--- src/rtl/inst_fetch_ctrl.sv ---
//==============================================================================
// Module   : inst_fetch_ctrl
// Purpose  : Fetch sequencer: owns the PC, drives the instruction ROM address and
//            registers fetched instructions into a valid/ready IR for decode.
//            Optional macro FETCH_PERF_CNT_EN adds fetch/stall/flush counters.
// Revision : 1.0 - initial release
//==============================================================================
`default_nettype none
`timescale 1ns/1ps

module inst_fetch_ctrl #(
    parameter logic [15:0] RESET_PC    = 16'h0000,
    parameter logic [3:0]  HALT_OPCODE = 4'b1110
) (
    input  logic        clk,
    input  logic        reset,
    input  logic        start,
    output logic [15:0] inst_addr,
    input  logic [9:0]  inst_data,
    output logic [9:0]  ir,
    output logic [15:0] ir_pc,
    output logic        ir_valid,
    input  logic        ir_ready,
    input  logic        redirect_valid,
    input  logic [15:0] redirect_target,
    output logic        halted,
    output logic        busy
`ifdef FETCH_PERF_CNT_EN
    ,
    output logic [31:0] fetch_count,
    output logic [31:0] stall_count,
    output logic [15:0] flush_count
`endif
);

    typedef enum logic [1:0] {
        IDLE   = 2'd0,
        FETCH  = 2'd1,
        HALTED = 2'd2
    } state_t;

    state_t      state_q, state_d;
    logic [15:0] pc_q, pc_d;
    logic [9:0]  ir_q, ir_d;
    logic [15:0] ir_pc_q, ir_pc_d;
    logic        ir_valid_q, ir_valid_d;

    logic        capture;
    logic        flush;
    logic        clear_cnt;

    always_comb begin
        state_d    = state_q;
        pc_d       = pc_q;
        ir_d       = ir_q;
        ir_pc_d    = ir_pc_q;
        ir_valid_d = ir_valid_q;
        capture    = 1'b0;
        flush      = 1'b0;
        clear_cnt  = 1'b0;

        case (state_q)
            IDLE: begin
                if (start) begin
                    pc_d      = RESET_PC;
                    state_d   = FETCH;
                    clear_cnt = 1'b1;
                end else if (ir_valid_q && ir_ready) begin
                    ir_valid_d = 1'b0;
                end
            end

            FETCH: begin
                // Redirect beats both capture and stall; the target is fetched next cycle.
                if (redirect_valid) begin
                    flush      = ir_valid_q;
                    ir_valid_d = 1'b0;
                    pc_d       = redirect_target;
                end else if (!ir_valid_q || ir_ready) begin
                    capture    = 1'b1;
                    ir_d       = inst_data;
                    ir_pc_d    = pc_q;
                    ir_valid_d = 1'b1;
                    if (inst_data[9:6] == HALT_OPCODE) begin
                        state_d = HALTED;
                    end else begin
                        pc_d = pc_q + 16'd1;
                    end
                end
            end

            HALTED: begin
                if (redirect_valid) begin
                    flush      = ir_valid_q;
                    ir_valid_d = 1'b0;
                    pc_d       = redirect_target;
                    state_d    = FETCH;
                end else if (start) begin
                    ir_valid_d = 1'b0;
                    pc_d       = RESET_PC;
                    state_d    = FETCH;
                    clear_cnt  = 1'b1;
                end else if (ir_valid_q && ir_ready) begin
                    ir_valid_d = 1'b0;
                end
            end

            default: begin
                state_d = IDLE;
            end
        endcase
    end

    always_ff @(posedge clk or posedge reset) begin
        if (reset) begin
            state_q    <= IDLE;
            pc_q       <= RESET_PC;
            ir_q       <= 10'b0;
            ir_pc_q    <= 16'b0;
            ir_valid_q <= 1'b0;
        end else begin
            state_q    <= state_d;
            pc_q       <= pc_d;
            ir_q       <= ir_d;
            ir_pc_q    <= ir_pc_d;
            ir_valid_q <= ir_valid_d;
        end
    end

    assign inst_addr = pc_q;
    assign ir        = ir_q;
    assign ir_pc     = ir_pc_q;
    assign ir_valid  = ir_valid_q;
    assign halted    = (state_q == HALTED);
    assign busy      = (state_q == FETCH);

`ifdef FETCH_PERF_CNT_EN
    logic [31:0] fetch_count_q, fetch_count_d;
    logic [31:0] stall_count_q, stall_count_d;
    logic [15:0] flush_count_q, flush_count_d;
    logic        stall;

    assign stall = (state_q == FETCH) && ir_valid_q && !ir_ready;

    // Saturating counters; clear only when a start is actually acted upon.
    always_comb begin
        fetch_count_d = fetch_count_q;
        stall_count_d = stall_count_q;
        flush_count_d = flush_count_q;
        if (clear_cnt) begin
            fetch_count_d = 32'd0;
            stall_count_d = 32'd0;
            flush_count_d = 16'd0;
        end else begin
            if (capture && (fetch_count_q != 32'hFFFF_FFFF)) begin
                fetch_count_d = fetch_count_q + 32'd1;
            end
            if (stall && (stall_count_q != 32'hFFFF_FFFF)) begin
                stall_count_d = stall_count_q + 32'd1;
            end
            if (flush && (flush_count_q != 16'hFFFF)) begin
                flush_count_d = flush_count_q + 16'd1;
            end
        end
    end

    always_ff @(posedge clk or posedge reset) begin
        if (reset) begin
            fetch_count_q <= 32'd0;
            stall_count_q <= 32'd0;
            flush_count_q <= 16'd0;
        end else begin
            fetch_count_q <= fetch_count_d;
            stall_count_q <= stall_count_d;
            flush_count_q <= flush_count_d;
        end
    end

    assign fetch_count = fetch_count_q;
    assign stall_count = stall_count_q;
    assign flush_count = flush_count_q;
`endif

endmodule

`default_nettype wire

--- config.mk ---
export PLATFORM = sky130hd
export DESIGN_NAME = inst_fetch_ctrl
export DESIGN_NICKNAME = d
export VERILOG_FILES = /design/src/rtl/inst_fetch_ctrl.sv
export SDC_FILE = /design/constraint.sdc
export NUM_CORES = 1
export LEC_CHECK = 0
export ABC_AREA = 1
export BUFFER_PORTS_ARGS = -buffer_cell sky130_fd_sc_hd__buf_2
export CAP_MARGIN = 20
export CORE_MARGIN = 2
export CORE_UTILIZATION = 30
export CTS_CLUSTER_SIZE = 20
export DETAILED_ROUTE_END_ITERATION = 10
export GPL_ROUTABILITY_DRIVEN = 0
export PLACE_DENSITY = 0.54
export SETUP_SLACK_MARGIN = 0.05
export SLEW_MARGIN = 10
export SYNTH_ARGS = -nofsm -noshare
export SYNTH_HDL_FRONTEND = slang
export SYNTH_SLANG_ARGS = --single-unit
--- constraint.sdc ---
create_clock -name clk -period 4.72 [get_ports clk]
set_clock_uncertainty 0.2 [all_clocks]
set_input_delay 0.472 -clock clk [delete_from_list [all_inputs] [get_ports clk]]
set_output_delay 0.472 -clock clk [all_outputs]
set_load 0.05 [all_outputs]
After elaboration in Yosys (flattened, before gate mapping):

Index checks and enable logic that the tools add are counted.

* bits in registers: 45
* bits of input ports: 31
* output and inout port bits: 45
* word-level logic and storage cells: 44

* $add $sub $neg: 1
* equality and inequality tests: 9
* mux-type cells: 19
* bitwise gates (word level): 1
* reduce and logical (&&, ||, !) cells: 9

Operators with widths (number)
* 16-bit two-way mux: 5
* 16-bit case mux with 3 select lines: 1
* 16-bit by 1-bit adder with 16-bit output (second input constant): 1
* 3-bit AND reduction: 4
* 2-bit two-way mux: 5
* 1-bit two-way mux: 6
* 2-bit case mux with 3 select lines: 1
* 4-bit equality test (second input constant): 1
* 2-bit by 1-bit inequality test with 1-bit output (second input constant): 2
* 2-bit inequality test (second input constant): 2
* 3-bit by 2-bit inequality test with 1-bit output (second input constant): 1
* 3-bit inequality test (second input constant): 1
* 1-bit case mux with 3 select lines: 1
* 3-bit nonzero test: 1
* 2-bit by 1-bit equality test with 1-bit output (second input constant): 1
* 2-bit equality test (second input constant): 1
* 2-bit zero test: 1
* 1-bit logical AND: 1
* 1-bit zero test: 1
* 1-bit logical OR: 1
* 1-bit inverter: 1

Logic depth before layout (Yosys ltp):

* word-level depth: 5
* gate-level depth with buffers: 12
* gate-level depth less buffers: 12

Least setup slack after synthesis:

No wires, ideal clock.

* path kind: flip-flop to flip-flop
* start point: register state_q[1]
* end point: register pc_q[10] (netlist: inst_addr[10])
* library setup time: 0.118 ns
* data arrival time: 2.046 ns
* data required time: 4.402 ns
* slack: 2.356 ns
* cell stages (with the launch flop): 13
* buffers on the path: 1
* period minus slack after synthesis: 2.364 ns
* cell sequence: dfrtp_1 -> inv_1 -> ha_1 -> inv_2 -> nor2_8 -> inv_4 -> nor2_1 -> nor2_2 -> o21ai_4 -> buf_6 -> a21oi_1 -> nand2_1 -> nand2_1

* word-level cells in the longest chain between the ends: 3
* elaborated cells between the ends (all ways): 8
* those cells by class: eq/ne (4); mux (1); reduce/logical (3)

RTL lines
* start: declaration: line 42 `state_t state_q, state_d;`
* start signal: assignment: line 122 `state_q <= state_d;`
* 2-bit by 1-bit equality test with 1-bit output (*)
* via busy: line 27 `output logic busy`
* 3-bit inequality test (no source line), or another cell as far along
* 3-bit AND reduction (no source line)
* end signal: assignment: line 123 `pc_q <= pc_d;`
* end: declaration: line 43 `logic [15:0] pc_q, pc_d;`

Mark *: on every way through the listed nets, which the timed path passes. The rest lies on a longest branch.
A chain may end at the register's enable or synchronous reset.

Worst setup path in the final report:

* start point: register state_q[1]
* end point: register ir_q[9] (netlist: ir[9])

* word-level cells in the longest chain between the ends: 2

RTL lines
* 2-bit by 1-bit equality test with 1-bit output: line 62 `case (state_q)`
* 3-bit AND reduction (no source line)
* end signal: assignment: line 124 `ir_q <= ir_d;`
* end: declaration: line 44 `logic [9:0] ir_q, ir_d;`

No other way between the ends.

==> summary.txt <==
Routing
  • Routed Antenna Nets: 0
  • Final wirelength: 7000 um
  • DR WL/cell: 13.1 um
  • Vias per cell: 4.67
  • Initial DRT Pass Iterations: 4
  • Iteration-0 DRC Markers: 146
  • Detailed-route via count: 2502
  • Remaining DRCs: 0

Synth
  • Number of synthesized flops with an enable pin: 0
  • Commonest register cell after synthesis: dfrtp_1
  • Ys Warns: 0
  • Post-synthesis instance area: 2620 um2
  • Syn Area/Cell: 7.43 um2
  • Fraction of registers with async set/reset: 1.00
  • Yosys reg bits: 45
  • Seq/Total Area, Yosys: 0.429
  • Cell variety after synth: 31
  • Post-Synthesis Cells: 353
  • Syn Nets: 389

Die
  • Die H: 97.5 um
  • Top-Level Pins: 76
  • Std-Cell Rows: 34
  • Die extent in x: 97.5 um
  • Core ar.: 8590 um2
  • Starting Density: 0.305
  • Die area: 9510 um2

Global route
  • Total track usage: 0.150
  • Initial antenna violation count: 0
  • Largest net degree at the start of global routing: 46
  • Total congestion overflow: 0
  • Global-route wire length before repair: 11900 um
  • Vias in the first global route: 2403

Timing
  • Max transition margin: 0.369
  • RSZ-0062 raised after global routing: false
  • Final hold violation count: 0
  • Setup WS post-layout: 2.23 ns
  • Highest Clock Rate: 402 MHz
  • Period utilisation layout: 0.528
  • Final TNS setup: 0 ns
  • Final Slew Violations: 0
  • Tmin final: 2.49 ns
  • Finish-stage setup viols: 0
  • Worst-Margin Slew: 0.945 ns

Clocking
  • CTS Buffer Depth: 2
  • Hold Buf Count CTS: 0
  • Clock Tree Root: clkbuf_8
  • CTS tree: yes
  • Post-cts sizing count: 0
  • Setup bufs post-CTS: 0
  • Clock Sinks: 45
  • Clock latency on the worst-skew pair: 0.30 ns
  • Clk slew on worst S/H paths: 0.09 ns
  • H-tree levels: 2
  • CTS Buf Count: 5

Placement
  • Placed Area: 3090 um2
  • Post-DP HPWL: 5380 um
  • Setup slack at placement: 2.25 ns
  • I/O Buffers: 75

Worst hold path
  • Hold Crit Class: input pin to asynchronous set/reset pin

Worst setup path
  • Critical-path top delay cell: dfrtp_1
  • Worst path required time: 4.72 ns
  • CP Class: register to register
  • Worst-path cell chain: inv_1 > ha_1 > inv_2 > nor2_8 > nand2_1 > buf_4 > mux2_2
  • Arr. time, crit path: 2.49 ns
  • Max incr delay on CP: 0.42 ns
  • Worst Path Max Fanout: 26
  • Crit path buffers/inverters: 3
  • CP startpoint kind: register
  • Delay-heaviest family, CP: buffers and inverters
  • CP Capture Type: register

Finish
  • Inserted Diodes: 0
  • # fillers: 940
  • Post-layout instance area: 3190 um2
  • Synth-to-Final Area Change: 21.6%
  • Nets: 463
  • Fraction of layout cells with a size suffix above 1: 0.241

Job
  • MaxCap Viol Count: 0

Outcome
  • Outcome: complete, no violations

Pwr
  • Pleak: 1.64 nW
  • PwrDens: 806 nW/um2
  • Worst VDD drop: 250 uV
-- placed cells by master (no fill, tap or decap), types with 2 or more instances in the layout --
master / instances
buf_2: 75
a21oi_1: 19
nand3_1: 18
o21ai_0: 33
ha_1: 5
inv_1: 40
nand2_1: 111
clkbuf_8: 6
o22ai_1: 9
inv_2: 2
nor2_4: 2
dfrtp_1: 45
nand4_1: 6
mux2_2: 10
o31ai_1: 3
nor2_1: 28
-- synthesized netlist by cell type, types with 2 or more instances --
cell type    n  area, um2
nand2_1    111        417
dfrtp_1     45       1130
inv_1       41        154
o21ai_0     33        165
nor2_1      28        105
a21oi_1     19       95.1
nand3_1     18       90.1
mux2_2      10        113
o22ai_1      9       56.3
nand4_1      6       37.5
clkbuf_1     5       18.8
ha_1         5       62.6
o31ai_1      3       22.5
buf_2        2       10.0
nor2_4       2       22.5
-- state kept, by name (all words and copies together), names as in the netlist --
| name | flops |
|---|---|
| inst_addr | 16 |
| ir | 10 |
| ir_pc | 16 |
| ir_valid | 1 |
| state_q | 2 |
-- layer usage --
metal | part of all wire | track usage | up-vias | routed length [um]
met3 | 0.047 | 0.0281 | 6 | 327
met2 | 0.45 | 0.233 | 57 | 3160
met4 | 0.0097 | 0.0363 | 0 | 68
met5 | 0 | 0 | - | 0
met1 | 0.49 | 0.217 | 1149 | 3440
li1 | - | - | 1290 | -
-- layout make-up --
cell class	instances	area (um2)	share of cell area
Inverter	44	168	0.0525
Multi-Input combinational cell	255	1280	0.402
Clock inverter	2	13.8	0.00431
Sequential cell	45	1130	0.353
Clock buffer	6	82.6	0.0259
Timing Repair Buffer	76	383	0.120
Tap cell	108	135	0.0424
-- cells by family after synthesis --
logic type / Yosys count / share of synthesized area
DFF: 45 / 0.429
adders and majority gates: 5 / 0.0238
buffers and inverters: 53 / 0.0820
muxes: 10 / 0.0429
AOI/OAI and AO/OA: 70 / 0.149
and+or+nand+nor: 170 / 0.273
-- path summary, 6_finish.rpt --
check / from / to / slack [ns] / cells after the start
worst max-delay path: state_q[1] / ir[9] / 2.23 / 7
worst min-delay path: reset / ir[6] / 0.17 / 2
worst max register to register: state_q[1] / ir[9] / 2.23 / 7
worst min register to register: ir_pc[8] / ir_pc[8] / 0.28 / 2
max in group asynchronous: reset / inst_addr[14] / 3.55 / 2
min in group clk: inst_data[1] / ir[1] / 0.19 / 2
-- report_power, final --
part | leakage, nW | internal (mW) | total (mW) | switching, mW
combinational | 1.01 | 0.408 | 1.59 | 1.18
clock | 0.0512 | 0.119 | 0.257 | 0.138
sequential | 0.579 | 0.565 | 0.728 | 0.163
-- per-stage QoR --
stage | cells | util | hold slack [ns] | total power, mW
detailed placement | 528 | 0.360 | 0.269 | 2.33
finish | 536 | 0.371 | 0.171 | 2.57
floorplan | 353 | - | 0.322 | 1.96
global route | 536 | 0.371 | 0.185 | 2.78
CTS | 536 | 0.371 | 0.186 | 2.59
global placement | 528 | 0.360 | 0.264 | 2.32
No activity file was read; power rests on OpenSTA's default activity.
